File: config.mk
export PLATFORM = sky130hd
export DESIGN_NAME = bit_serializer
export DESIGN_NICKNAME = d
export VERILOG_FILES = /design/src/rtl/bit_serializer_pkg.sv /design/src/rtl/word_hold_buf.sv /design/src/rtl/bit_serializer.sv
export SDC_FILE = /design/constraint.sdc
export NUM_CORES = 1
export LEC_CHECK = 0
export ABC_CLOCK_PERIOD_IN_PS = 3200
export CAP_MARGIN = 20
export CORE_UTILIZATION = 30
export CTS_CLUSTER_SIZE = 12
export DETAILED_ROUTE_END_ITERATION = 10
export HOLD_SLACK_MARGIN = 0.05
export MAX_ROUTING_LAYER = met4
export SYNTH_ARGS = -nofsm -noshare
export SYNTH_HDL_FRONTEND = slang
export SYNTH_HIERARCHICAL = 1
export SYNTH_SLANG_ARGS = --single-unit
File: constraint.sdc
create_clock -name clk -period 3.2 [get_ports clk]
set_input_delay 0.48 -clock clk [delete_from_list [all_inputs] [get_ports clk]]
set_output_delay 0.48 -clock clk [all_outputs]
set_load 0.01 [all_outputs]
File: src/rtl/bit_serializer_pkg.sv
// Shared types and defaults for the bit_serializer block.
//   state_t        : serializer FSM state (IDLE, SHIFT)
//   DefaultWidth   : default parallel word width
//   DefaultIdleBit : default serial line level when no data bit is valid
package bit_serializer_pkg;

    typedef enum logic [0:0] {
        IDLE  = 1'b0,
        SHIFT = 1'b1
    } state_t;

    localparam int unsigned DefaultWidth   = 8;
    localparam logic        DefaultIdleBit = 1'b0;

endpackage

File: src/rtl/word_hold_buf.sv
// One-entry hold buffer for the serializer: parks the next word while the
// current word is still shifting.
//   clk   : system clock
//   rst   : synchronous active-high reset, empties the buffer
//   load  : capture data, mark full
//   data  : word to capture
//   drain : release the held word (never asserted together with load)
//   full  : a word is held
//   q     : held word
module word_hold_buf
    import bit_serializer_pkg::*;
#(
    parameter int unsigned WIDTH = DefaultWidth
) (
    input  logic             clk,
    input  logic             rst,
    input  logic             load,
    input  logic [WIDTH-1:0] data,
    input  logic             drain,
    output logic             full,
    output logic [WIDTH-1:0] q
);

    logic [WIDTH-1:0] q_q;
    logic             full_q;

    always_ff @(posedge clk) begin
        if (rst) begin
            q_q    <= '0;
            full_q <= 1'b0;
        end else if (load) begin
            q_q    <= data;
            full_q <= 1'b1;
        end else if (drain) begin
            full_q <= 1'b0;
        end
    end

    assign full = full_q;
    assign q    = q_q;

endmodule

File: src/rtl/bit_serializer.sv
// Parallel-to-serial front end. Accepts WIDTH-bit words on a valid/ready
// handshake and emits one bit per clock; a one-entry hold buffer keeps
// back-to-back words gapless. The line rests at IDLE_BIT when no bit is valid.
//   clk        : system clock
//   rst        : synchronous active-high reset
//   data_in    : parallel word, sampled on data_valid && data_ready
//   data_valid : upstream word present
//   data_ready : a word can be accepted this cycle
//   serial_out : current serial bit, IDLE_BIT when idle
//   bit_valid  : serial_out carries a data bit
//   word_start : first bit of a word
//   busy       : shifting, or hold buffer full
module bit_serializer
    import bit_serializer_pkg::*;
#(
    parameter int unsigned WIDTH     = DefaultWidth,
    parameter bit          MSB_FIRST = 1'b1,
    parameter logic        IDLE_BIT  = DefaultIdleBit
) (
    input  logic             clk,
    input  logic             rst,
    input  logic [WIDTH-1:0] data_in,
    input  logic             data_valid,
    output logic             data_ready,
    output logic             serial_out,
    output logic             bit_valid,
    output logic             word_start,
    output logic             busy
);

    if (WIDTH < 2) begin : g_width_check
        $error("bit_serializer: WIDTH must be >= 2");
    end

    localparam int unsigned CntW = (WIDTH > 1) ? $clog2(WIDTH) : 1;
    localparam logic [CntW-1:0] LastIdx = CntW'(WIDTH - 1);

    state_t           state_q, state_d;
    logic [WIDTH-1:0] sreg_q, sreg_d;
    logic [CntW-1:0]  cnt_q, cnt_d;

    logic             hb_load;
    logic             hb_drain;
    logic             hb_full;
    logic [WIDTH-1:0] hb_q;

    logic             accept;
    logic             last_bit;
    logic [WIDTH-1:0] sreg_shifted;

    word_hold_buf #(
        .WIDTH (WIDTH)
    ) u_hold (
        .clk   (clk),
        .rst   (rst),
        .load  (hb_load),
        .data  (data_in),
        .drain (hb_drain),
        .full  (hb_full),
        .q     (hb_q)
    );

    assign data_ready = ~hb_full & ~rst;
    assign accept     = data_valid & data_ready;
    assign last_bit   = (cnt_q == LastIdx);

    // Shift toward whichever end feeds serial_out.
    assign sreg_shifted = MSB_FIRST ? {sreg_q[WIDTH-2:0], 1'b0}
                                    : {1'b0, sreg_q[WIDTH-1:1]};

    always_comb begin
        state_d  = state_q;
        sreg_d   = sreg_q;
        cnt_d    = cnt_q;
        hb_load  = 1'b0;
        hb_drain = 1'b0;
        unique case (state_q)
            IDLE: begin
                if (accept) begin
                    sreg_d  = data_in;
                    cnt_d   = '0;
                    state_d = SHIFT;
                end
            end
            SHIFT: begin
                if (!last_bit) begin
                    sreg_d = sreg_shifted;
                    cnt_d  = cnt_q + CntW'(1);
                    if (accept) begin
                        hb_load = 1'b1;
                    end
                end else if (hb_full) begin
                    // data_ready is low here, so no accept can collide with the drain.
                    sreg_d   = hb_q;
                    hb_drain = 1'b1;
                    cnt_d    = '0;
                end else if (accept) begin
                    // Bypass straight into sreg to keep the stream gapless.
                    sreg_d = data_in;
                    cnt_d  = '0;
                end else begin
                    state_d = IDLE;
                end
            end
            default: state_d = IDLE;
        endcase
    end

    always_ff @(posedge clk) begin
        if (rst) begin
            state_q <= IDLE;
            sreg_q  <= '0;
            cnt_q   <= '0;
        end else begin
            state_q <= state_d;
            sreg_q  <= sreg_d;
            cnt_q   <= cnt_d;
        end
    end

    always_comb begin
        bit_valid  = (state_q == SHIFT);
        serial_out = IDLE_BIT;
        if (state_q == SHIFT) begin
            serial_out = MSB_FIRST ? sreg_q[WIDTH-1] : sreg_q[0];
        end
        word_start = (state_q == SHIFT) && (cnt_q == '0);
        busy       = (state_q == SHIFT) || hb_full;
    end

endmodule
==> flow_summary_export.csv <==
group,metric,value,unit
power,vdd_drop_max,0.000217,V
setup_path,timing.rr.end,"sreg_q[7]$_SDFF_PP0_",
outcome,status,"finished clean",
setup_path,rrSetupSlack,1.33,ns
sta,max_freq,448,MHz
floorplan,rows,20,
cells_and_area,nets,138,
clock_tree,path_clk_slew,0.11,ns
sta,worst_pin_slew,0.517,ns
sta,fin_crit,2.23,ns
sta,rsz0062_at_grt,"false",
power,switching_share,0.252,
setup_path,r2r-start,"cnt_q[0]$_SDFF_PP0_",
synthesis,syn_nets,121,
setup_path,path_class,"in2out",
route,drt-total-wl,2040,um
route,dr.pass1.iters,4,
setup_path,start_kind,"input pin",
clock_tree,cts.sinks,21,
place,dp_hpwl,1500,um
synthesis,syn_avg_cell_area,9.58,um2
power,power.share.clock,0.265,
setup_path,crit_fanout,19,
synthesis,syn_inst,107,
clock_tree,cts_buffer_depth,2,
place,io_buffers,15,
clock_tree,post_cts_buffers,0,
power,p_leak,0.000436,uW
hold_path,hold_path.class,"reg2reg",
cells_and_area,drive_gt1_frac,0.0813,
hold_path,min_from,"u_hold/q[0]$_SDFFE_PP0P_",
route,vias,801,
hold_path,min_to,"sreg_q[0]$_SDFF_PP0_",
clock_tree,root_buffer,"clkbuf_4",
route,drcViolationCount,0,
clock_tree,cts_tree,"built",
route,ant_nets,0,
flow_run,drv_cap,0,
global_route,grt_pass1_vias,782,
clock_tree,cts_max_level,1,
clock_tree,cts_resized,0,
clock_tree,clkLatencyLatePin,0.31,ns
floorplan,die_area,0.00365,mm2
sta,timing.hold.ws,0.483,ns
global_route,grt_max_degree,20,
setup_path,crit_path_end_kind,"output pin",
clock_tree,hold_buffers,0,
sta,finClkSkew,0.00752,ns
synthesis,synth_area,0.00102,mm2
floorplan,core,0.00315,mm2
sta,hold_viol,0,
synthesis,ys_warn_count,6,
power,pwr-share-comb,0.155,
setup_path,reg2regPathDepth,5,
setup_path,cp.required,2.72,ns
hold_path,min_path_cells,1,
global_route,antenna_found_initial,0,
sta,max-slew-margin-rel,0.654,
sta,setup_tns,0,ns
sta,fin_crit_sh,0.697,
route,via_per_inst,4.80,
sta,slew_violations,0,
synthesis,ys_seq_area_frac,0.410,
floorplan,dieHeight,60.4,um
route,wire_per_inst,12.2,um
floorplan,start_util,0.325,
synthesis,ys_types,26,
global_route,gr-usage-all-layers,0.135,
power,pwr_density_cell,395,mW/mm2
floorplan,io_pins,16,
power,power.switching,122,uW
cells_and_area,n_antenna_cell,0,
sta,setup_violations,0,
floorplan,fp.dieW,60.4,um
synthesis,ys_ff_latch,21,
place,place.gp.congestion,0.792,
global_route,grt_pass1_wl,3510,um
route,drt_iter0_drc,21,
setup_path,cp.arrival,1.75,ns
global_route,grt-ovfl-total,0,
cells_and_area,syn2layout_area_growth,19.8,%
power,seq_power_share,0.581,
clock_tree,cts_buffers,3,
power,p_int,363,uW
-- state kept, by name, indices dropped and copies added (netlist names) --
register / cells
sreg_q: 8
cnt_q: 3
bit_valid: 1
u_hold/q: 8
u_hold/full: 1
-- area by class of cell --
type,count,area (um2)
Clock buffer,4,26.3
Inverter,4,15.0
Multi-Input combinational cell,77,546
Timing Repair Buffer,17,165
Tap cell,44,55.1
Sequential cell,21,420
Fill cell,333,1930
-- worst max-delay path: stages --
cell             delay (ns)
clkdlybuf4s50_1        0.41
buf_4                  0.21
nor2_1                 0.11
clkdlybuf4s50_1        0.54
-- power groups by stage --
stage,Combinational [uW],Clock [uW],Sequential (uW)
after floorplan,46.9,0,285
after global placement,74.9,0,288
after detailed placement,75.6,0,288
after CTS,75.6,134,282
after global routing,82.2,145,283
final,75.0,128,282
-- per-layer routing --
metal | routed length [um] | GRT usage | up-vias | part of all wire
li1 | - | - | 408 | -
met1 | 1000 | 0.171 | 370 | 0.49
met2 | 946 | 0.207 | 19 | 0.46
met3 | 69 | 0.0384 | 4 | 0.034
met4 | 25 | 0.0455 | 0 | 0.012
met5 | 0 | - | - | 0
-- worst max path at each step --
stage          slack (ns)  startpoint  depth (start not counted)                  endpoint
2_1_floorplan        1.43         rst                          6  u_hold/q[0]$_SDFFE_PP0P_
3_3_place_gp         0.93  data_valid                          6  u_hold/q[4]$_SDFFE_PP0P_
3_5_place_dp         0.88  data_valid                          6  u_hold/q[2]$_SDFFE_PP0P_
4_1_cts              0.96         rst                          4                data_ready
5_1_grt              0.88         rst                          4                data_ready
6_report             0.97         rst                          4                data_ready
-- synthesized netlist by cell type --
library cell,instances,area [um2]
nand3b_1,1,7.51
nor3_1,1,5.00
o21ai_0,1,5.00
dfxtp_1,21,420
o22ai_1,6,37.5
inv_1,4,15.0
ha_1,3,37.5
clkbuf_2,1,5.00
nor2b_1,7,43.8
nor2_1,12,45.0
or2_2,1,6.26
nand2b_1,2,12.5
a21oi_1,10,50.1
o21bai_1,1,7.51
and2_1,2,12.5
a221oi_1,1,8.76
o211ai_1,3,22.5
buf_6,3,33.8
a221oi_2,1,15.0
nand2b_4,1,13.8
o2bb2ai_1,1,8.76
nand2_1,5,18.8
buf_2,1,5.00
nor3b_4,1,18.8
mux2i_1,16,160
or3b_2,1,8.76
-- cell families after synthesis --
| family | Yosys count | share of synthesized area |
|---|---|---|
| and+or+nand+nor | 34 | 0.188 |
| AOI/OAI and AO/OA | 24 | 0.151 |
| DFF | 21 | 0.410 |
| muxes | 16 | 0.156 |
| buffers and inverters | 9 | 0.0574 |
| adders and majority gates | 3 | 0.0366 |
-- stage by stage --
stage	util	cells	power (uW)	area, um2	setup slack (ns)
4_1_cts	0.389	167	492	1230	0.960
2_1_floorplan	-	107	332	1020	1.43
3_3_place_gp	0.381	163	363	1200	0.928
3_5_place_dp	0.381	163	363	1200	0.884
5_1_grt	0.389	167	511	1230	0.881
6_report	0.389	167	485	1230	0.969
-- layout by cell type, fill, tap and decap left out, types with 3 or more instances in the layout --
| cell | netlist | final |
|---|---|---|
| o22ai_1 | 6 | 6 |
| inv_1 | 4 | 4 |
| nor2b_1 | 7 | 7 |
| dfxtp_1 | 21 | 21 |
| clkdlybuf4s50_1 | 0 | 15 |
| a21oi_1 | 10 | 10 |
| nor2_1 | 12 | 12 |
| ha_1 | 3 | 3 |
| mux2i_1 | 16 | 16 |
| nand2_1 | 5 | 5 |
| clkbuf_4 | 0 | 3 |
| o211ai_1 | 3 | 3 |
No activity file was read; power rests on OpenSTA's default activity.
